## src/rtl/srrc_pkg.sv

```systemverilog
// Shared constants and types for the srrc filter input path.
package srrc_pkg;

  localparam int DATA_W     = 18;
  localparam int OSR        = 4;
  localparam int IMP_PERIOD = 21;

  typedef logic signed [DATA_W-1:0] sample_t;

  localparam sample_t IMP_AMP = 18'sd131071;

  // What a sample slot writes to x_out
  typedef enum logic [2:0] {
    SLOT_HOLD,     // no tick: x_out keeps its value
    SLOT_SYMBOL,   // phase 0 with data: pop head onto x_out
    SLOT_ZERO,     // stuffed zero
    SLOT_STARVED,  // phase 0 with empty FIFO: zero and flag underrun
    SLOT_IMPULSE   // impulse test peak
  } slot_e;

endpackage

```

## src/rtl/srrc_sym_fifo.sv

```systemverilog
// Symbol FIFO: synchronous, power-of-two depth, no write-to-read bypass.
module srrc_sym_fifo #(
  parameter  int DATA_W = 18,
  parameter  int DEPTH  = 4,
  localparam int AW     = (DEPTH > 1) ? $clog2(DEPTH) : 1,
  localparam int LW     = $clog2(DEPTH) + 1
) (
  input  logic              clk,
  input  logic              reset,
  input  logic              push,
  input  logic              pop,
  input  logic [DATA_W-1:0] din,
  output logic [DATA_W-1:0] dout,
  output logic [LW-1:0]     level,
  output logic              full,
  output logic              empty
);

  logic [DATA_W-1:0] mem [DEPTH];
  logic [AW-1:0]     wr_ptr;
  logic [AW-1:0]     rd_ptr;
  logic [LW-1:0]     count;
  logic              do_wr;
  logic              do_rd;

  function automatic logic [AW-1:0] next_ptr(input logic [AW-1:0] p);
    return (p == AW'(DEPTH - 1)) ? '0 : p + AW'(1);
  endfunction

  assign full  = (count == LW'(DEPTH));
  assign empty = (count == '0);
  assign do_wr = push && !full;
  assign do_rd = pop && !empty;
  assign dout  = mem[rd_ptr];
  assign level = count;

  // Storage write; contents need no reset
  always_ff @(posedge clk) begin
    if (do_wr) begin
      mem[wr_ptr] <= din;
    end
  end

  // Pointers and occupancy
  always_ff @(posedge clk or negedge reset) begin
    if (!reset) begin
      wr_ptr <= '0;
      rd_ptr <= '0;
      count  <= '0;
    end else begin
      if (do_wr) begin
        wr_ptr <= next_ptr(wr_ptr);
      end
      if (do_rd) begin
        rd_ptr <= next_ptr(rd_ptr);
      end
      case ({do_wr, do_rd})
        2'b10:   count <= count + LW'(1);
        2'b01:   count <= count - LW'(1);
        default: count <= count;
      endcase
    end
  end

endmodule

```

## src/rtl/srrc_feed_ctrl.sv

```systemverilog
// Input sequencer for srrc_filter: symbol FIFO, sample-rate strobe and
// OSR zero-stuffing onto x_out.
// Optional impulse test source enabled by SRRC_IMPULSE_TEST_EN.
module srrc_feed_ctrl #(
  parameter int DATA_W     = srrc_pkg::DATA_W,
  parameter int OSR        = srrc_pkg::OSR,
  parameter int SAMP_DIV   = 4,
  parameter int FIFO_DEPTH = 4
`ifdef SRRC_IMPULSE_TEST_EN
  ,
  parameter int IMP_PERIOD = srrc_pkg::IMP_PERIOD
`endif
) (
  input  logic                          clk,
  input  logic                          reset,
  input  logic                          en,
  input  logic signed [DATA_W-1:0]      sym_in,
  input  logic                          sym_valid,
  output logic                          sym_ready,
  output logic signed [DATA_W-1:0]      x_out,
  output logic                          samp_en,
  output logic [$clog2(OSR)-1:0]        phase,
  output logic                          underrun,
  input  logic                          clr_underrun,
  output logic [$clog2(FIFO_DEPTH):0]   fifo_level
`ifdef SRRC_IMPULSE_TEST_EN
  ,
  input  logic                          test_mode
`endif
);

  import srrc_pkg::*;

  localparam int PH_W  = $clog2(OSR);
  localparam int DIV_W = (SAMP_DIV > 1) ? $clog2(SAMP_DIV) : 1;

  logic [DIV_W-1:0]  div;
  logic [PH_W-1:0]   slot;
  logic              alive;
  logic              tick;
  logic              push;
  logic              pop;
  logic              fifo_full;
  logic              fifo_empty;
  logic [DATA_W-1:0] head;
  slot_e             slot_kind;

  assign tick      = en && (div == DIV_W'(SAMP_DIV - 1));
  assign sym_ready = alive && !fifo_full;
  assign push      = sym_valid && sym_ready;
  assign pop       = (slot_kind == SLOT_SYMBOL);

  srrc_sym_fifo #(
    .DATA_W (DATA_W),
    .DEPTH  (FIFO_DEPTH)
  ) u_fifo (
    .clk   (clk),
    .reset (reset),
    .push  (push),
    .pop   (pop),
    .din   (sym_in),
    .dout  (head),
    .level (fifo_level),
    .full  (fifo_full),
    .empty (fifo_empty)
  );

  // Accept symbols only from the first clock after reset release
  always_ff @(posedge clk or negedge reset) begin
    if (!reset) begin
      alive <= 1'b0;
    end else begin
      alive <= 1'b1;
    end
  end

  // Sample-rate divider, held at zero while idle
  always_ff @(posedge clk or negedge reset) begin
    if (!reset) begin
      div <= '0;
    end else if (!en || tick) begin
      div <= '0;
    end else begin
      div <= div + DIV_W'(1);
    end
  end

`ifdef SRRC_IMPULSE_TEST_EN
  localparam int IMP_W = (IMP_PERIOD > 1) ? $clog2(IMP_PERIOD) : 1;
  logic [IMP_W-1:0] imp_cnt;

  // Impulse period counter, counts ticks only while test mode runs
  always_ff @(posedge clk or negedge reset) begin
    if (!reset) begin
      imp_cnt <= '0;
    end else if (!en || !test_mode) begin
      imp_cnt <= '0;
    end else if (tick) begin
      imp_cnt <= (imp_cnt == IMP_W'(IMP_PERIOD - 1)) ? '0 : imp_cnt + IMP_W'(1);
    end
  end
`endif

  // Classify the current tick; slot is the phase this tick will carry
  always_comb begin
    slot_kind = SLOT_HOLD;
    if (tick) begin
`ifdef SRRC_IMPULSE_TEST_EN
      if (test_mode) begin
        slot_kind = (imp_cnt == '0) ? SLOT_IMPULSE : SLOT_ZERO;
      end else
`endif
      if (slot != '0) begin
        slot_kind = SLOT_ZERO;
      end else if (fifo_empty) begin
        slot_kind = SLOT_STARVED;
      end else begin
        slot_kind = SLOT_SYMBOL;
      end
    end
  end

  // Phase tracking: slot runs one step ahead of the published phase
  always_ff @(posedge clk or negedge reset) begin
    if (!reset) begin
      slot  <= '0;
      phase <= '0;
    end else if (!en) begin
      slot  <= '0;
      phase <= '0;
    end else if (tick) begin
      phase <= slot;
      slot  <= (slot == PH_W'(OSR - 1)) ? '0 : slot + PH_W'(1);
    end
  end

  // Sample strobe marks the cycle after a tick
  always_ff @(posedge clk or negedge reset) begin
    if (!reset) begin
      samp_en <= 1'b0;
    end else begin
      samp_en <= tick;
    end
  end

  // Output sample register
  always_ff @(posedge clk or negedge reset) begin
    if (!reset) begin
      x_out <= '0;
    end else if (!en) begin
      x_out <= '0;
    end else begin
      case (slot_kind)
        SLOT_SYMBOL:  x_out <= $signed(head);
        SLOT_IMPULSE: x_out <= DATA_W'(IMP_AMP);
        SLOT_ZERO:    x_out <= '0;
        SLOT_STARVED: x_out <= '0;
        default:      x_out <= x_out;
      endcase
    end
  end

  // Sticky underrun flag; a new underrun beats a simultaneous clear
  always_ff @(posedge clk or negedge reset) begin
    if (!reset) begin
      underrun <= 1'b0;
    end else if (slot_kind == SLOT_STARVED) begin
      underrun <= 1'b1;
    end else if (clr_underrun) begin
      underrun <= 1'b0;
    end
  end

endmodule

```

## config.mk

```make
export PLATFORM = sky130hd
export DESIGN_NAME = srrc_feed_ctrl
export DESIGN_NICKNAME = d
export VERILOG_FILES = /design/src/rtl/srrc_pkg.sv /design/src/rtl/srrc_sym_fifo.sv /design/src/rtl/srrc_feed_ctrl.sv
export SDC_FILE = /design/constraint.sdc
export NUM_CORES = 1
export LEC_CHECK = 0
export ABC_AREA = 1
export CAP_MARGIN = 0
export CORE_UTILIZATION = 45
export CTS_CLUSTER_SIZE = 10
export DETAILED_ROUTE_END_ITERATION = 6
export GPL_TIMING_DRIVEN = 0
export PLACE_DENSITY = 0.65
export RECOVER_POWER = 25
export SETUP_SLACK_MARGIN = 0.05
export SLEW_MARGIN = 20
export SYNTH_ARGS = -nofsm -noshare
export SYNTH_HDL_FRONTEND = slang
export SYNTH_SLANG_ARGS = --single-unit
```

## constraint.sdc

```tcl
create_clock -name clk -period 2 [get_ports clk]
set_input_delay 0.4 -clock clk [delete_from_list [all_inputs] [get_ports clk]]
set_output_delay 0.4 -clock clk [all_outputs]
set_load 0.1 [all_outputs]
```

==> metrics.md <==
| Metric | Value |
|---|---|
| Status | `complete, no violations` |
| HPWL after DPL | `between 5000 and 6000 um` |
| Die span in y | `102.3 um` |
| Global-route wire length before repair | `~14000 um` |
| RSZ-0062 raised after global routing | `yes` |
| Met1 Use GR | `0.2494` |
| Share of the synthesized area in the top cell type | `0.4777` |
| Gr ovfl total | `0` |
| CP Data Required Time | `~1.6 ns` |
| Vias | `3021` |
| Multi-input gate area | `1142 um^2` |
| Filler cell count | `877` |
| Async SR Flop Fraction | `0.3208` |
| WL/cell | `14.06 um` |
| Max Clk Rate | `523.0 MHz` |
| TritonCTS clock tree | `built` |
| Fin crit share | `0.9560` |
| Largest net degree at the start of global routing | `24` |
| Final Hold Violating Endpoints | `0` |
| CP Max Fanout | `4` |
| Hold Path Class | `flip-flop to flip-flop` |
| Pleak | `around 2.6 nW` |
| Ranking of synthesized cells by area | `edfxtp_1, dfrtp_1, nand2_1, inv_1, nand3_1` |
| Crit path kind | `flip-flop to primary output` |
| Initial antenna violation count | `0` |
| Max VDD drop | `between 0.0005 and 0.0006 V` |
| Worst hold start | `div[0]` |
| Number of global-route vias before repair | `2853` |
| DRT iter0 DRCs | `between 100 and 150` |
| Site Rows | `36` |
| Clk buf depth | `2` |
| Area Growth Syn to Fin | `22.97%` |
| Syn Area/Cell | `10.08 um^2` |
| Crit. End Element | `primary output` |
| Worst-Margin Slew | `0.7529 ns` |
| Synthesized area | `between 4000 and 5000 um^2` |
| Synth cell types | `22` |
| Fin crit period | `1.912 ns` |
| Initial Util | `0.4630` |
| 1st-pass router iterations | `4` |
| Core Footprint | `9774 um^2` |
| Warnings, synthesis | `0` |
| Main synth FF type | `edfxtp_1` |
| Routed Antenna Nets | `0` |
| Worst Setup SP | `u_fifo.level[1]` |
| Ant diodes | `0` |
| Post-route setup TNS | `0 ns` |
| Post-synth EDFFs | `between 70 and 80` |
| RR Startpoint | `div[0]` |
| Final GP Congestion | `between 0.7 and 0.8` |
| Num CTS Buffers | `9` |
| Die X | `102.3 um` |
| Sequential area share after synthesis | `0.6657` |
| Clock sink count | `around 110` |
| Root buf cell | `clkbuf_8` |
| Most frequent cell after synthesis | `nand2_1` |
| Drt total wl | `a little over 9000 um` |
| DR vias/cell | `approximately 4.6` |
| Nets | `547` |
| Top cells by count, synth | `nand2_1, inv_1, edfxtp_1` |
| Placed insts | `631` |
| DP Worst Slack | `-0.4973 ns` |
| Max-cap violations | `0` |
| DIE AREA | `around 10000 um^2` |
| Yosys top cell by area | `edfxtp_1` |
| Met3 Usage GRT | `0.03488` |
| Setup-failing EPs final | `0` |
| P per Cell Area | `1144 nW/um^2` |
| Skew final | `0.01242 ns` |
| Net Count, Synth | `between 400 and 500` |
| Post-Layout Cell Count | `653` |
| Overall power | `0.006367 W` |
| Port Buf Inserts | `48` |
| Clock transition at the registers of the reported paths | `0.10 ns` |
| Met2 Usage GRT | `0.3206` |
| Critical path arrival | `1.51 ns` |
| Normalized max-slew margin | `0.4980` |
| GR Util All Layers | `0.1919` |
| Gr busiest metal | `met2` |
| DRC viols | `0` |
| Clock Latency Late Sink | `approximately 0.37 ns` |
| Setup ws final | `slightly below 0.09 ns` |
| H-tree depth | `3` |
| Syn Inst Count | `449` |
| Crit start category | `flip-flop` |
| FF+latch count, synth | `106` |
| Register area | `3024 um^2` |
| Layout cells sized above 1 | `0.1750` |
| Max-slew violation count | `0` |
| Ports | `just under 50` |
[layout by cell type (no fill, tap or decap), types with 5 or more instances in the layout]
| master | instances |
|---|---|
| buf_2 | 7 |
| buf_4 | 8 |
| clkbuf_8 | 9 |
| clkdlybuf4s15_2 | 21 |
| clkdlybuf4s50_1 | 8 |
| dfrtp_1 | 31 |
| dlygate4sd3_1 | 14 |
| edfxtp_1 | 72 |
| ha_1 | 5 |
| inv_1 | 87 |
| inv_2 | 9 |
| nand2_1 | 157 |
| nand3_1 | 36 |
| o21ai_0 | 6 |
[critical path: stages, from the launching register on]
cell     delay, ns
dfrtp_4       0.51
inv_2         0.09
nand3_2       0.12
and2_2        0.19
buf_4         0.23
[where the power goes]
group          total [W]  internal [W]  switching [W]
combinational    0.00218      0.000627        0.00156
clock            0.00143      0.000703       0.000723
sequential       0.00276       0.00262       0.000137
total            0.00637       0.00395        0.00242
[area by class of cell]
class / count / area share
multi-input cells: 233 / 0.2053
clock buffers: 9 / 0.02226
flip-flops and latches: 106 / 0.5434
repair buffers: 55 / 0.09802
inverters: 96 / 0.06475
clock inverters: 7 / 0.01664
well taps: 133 / 0.02990
plain buffers: 14 / 0.01978
[timing repair]
action | 4_1_cts | 5_1_grt
setup endpoints to repair | 81 | 22
hold endpoints to repair | 11 | 0
setup buffers | 1 | 4
pin swaps | 1 | 8
resized for setup | 75 | 21
hold buffers | 1 | 0
[sequential cells by signal, summed over array words and instances, names as in the netlist]
register,flops
u_fifo.mem,72
x_out,18
u_fifo.level,3
div,2
phase,2
slot,2
u_fifo.rd_ptr,2
u_fifo.wr_ptr,2
alive,1
samp_en,1
underrun,1
[final timing paths]
check	to	slack (ns)	depth (start not counted)
worst max-delay path	sym_ready	0.09	4
worst min-delay path	div[0]	0.44	1
worst max register to register	u_fifo.level[2]	0.12	12
worst min register to register	div[0]	0.44	1
max in group asynchronous	u_fifo.level[0]	0.79	3
min in group asynchronous	alive	0.59	2
[routing by layer]
layer / up-vias / part of all wire
met2: 62 / 0.51
met3: 8 / 0.047
met4: 0 / 0.011
met1: 1447 / 0.43
li1: 1504 / -
met5: - / 0
[per-stage QoR]
step,area (um^2),utilization,hold slack [ns]
floorplan,4583,-,0.1044
global placement,5230,0.5351,0.4239
detailed placement,5250,0.5371,0.3118
CTS,5524,0.5652,0.4466
global route,5565,0.5694,0.4733
finish,5565,0.5694,0.4435
[logic make-up after synthesis]
logic type,Yosys count,share of synthesized area
adders and majority gates,9,0.02654
xor gates and xnor gates,2,0.003871
other,1,0.0008286
buffers and inverters,110,0.1031
and+or+nand+nor,214,0.1919
DFF,106,0.6657
AOI/OAI and AO/OA,7,0.008019
Note: power is estimated with default switching activity, not from simulation.
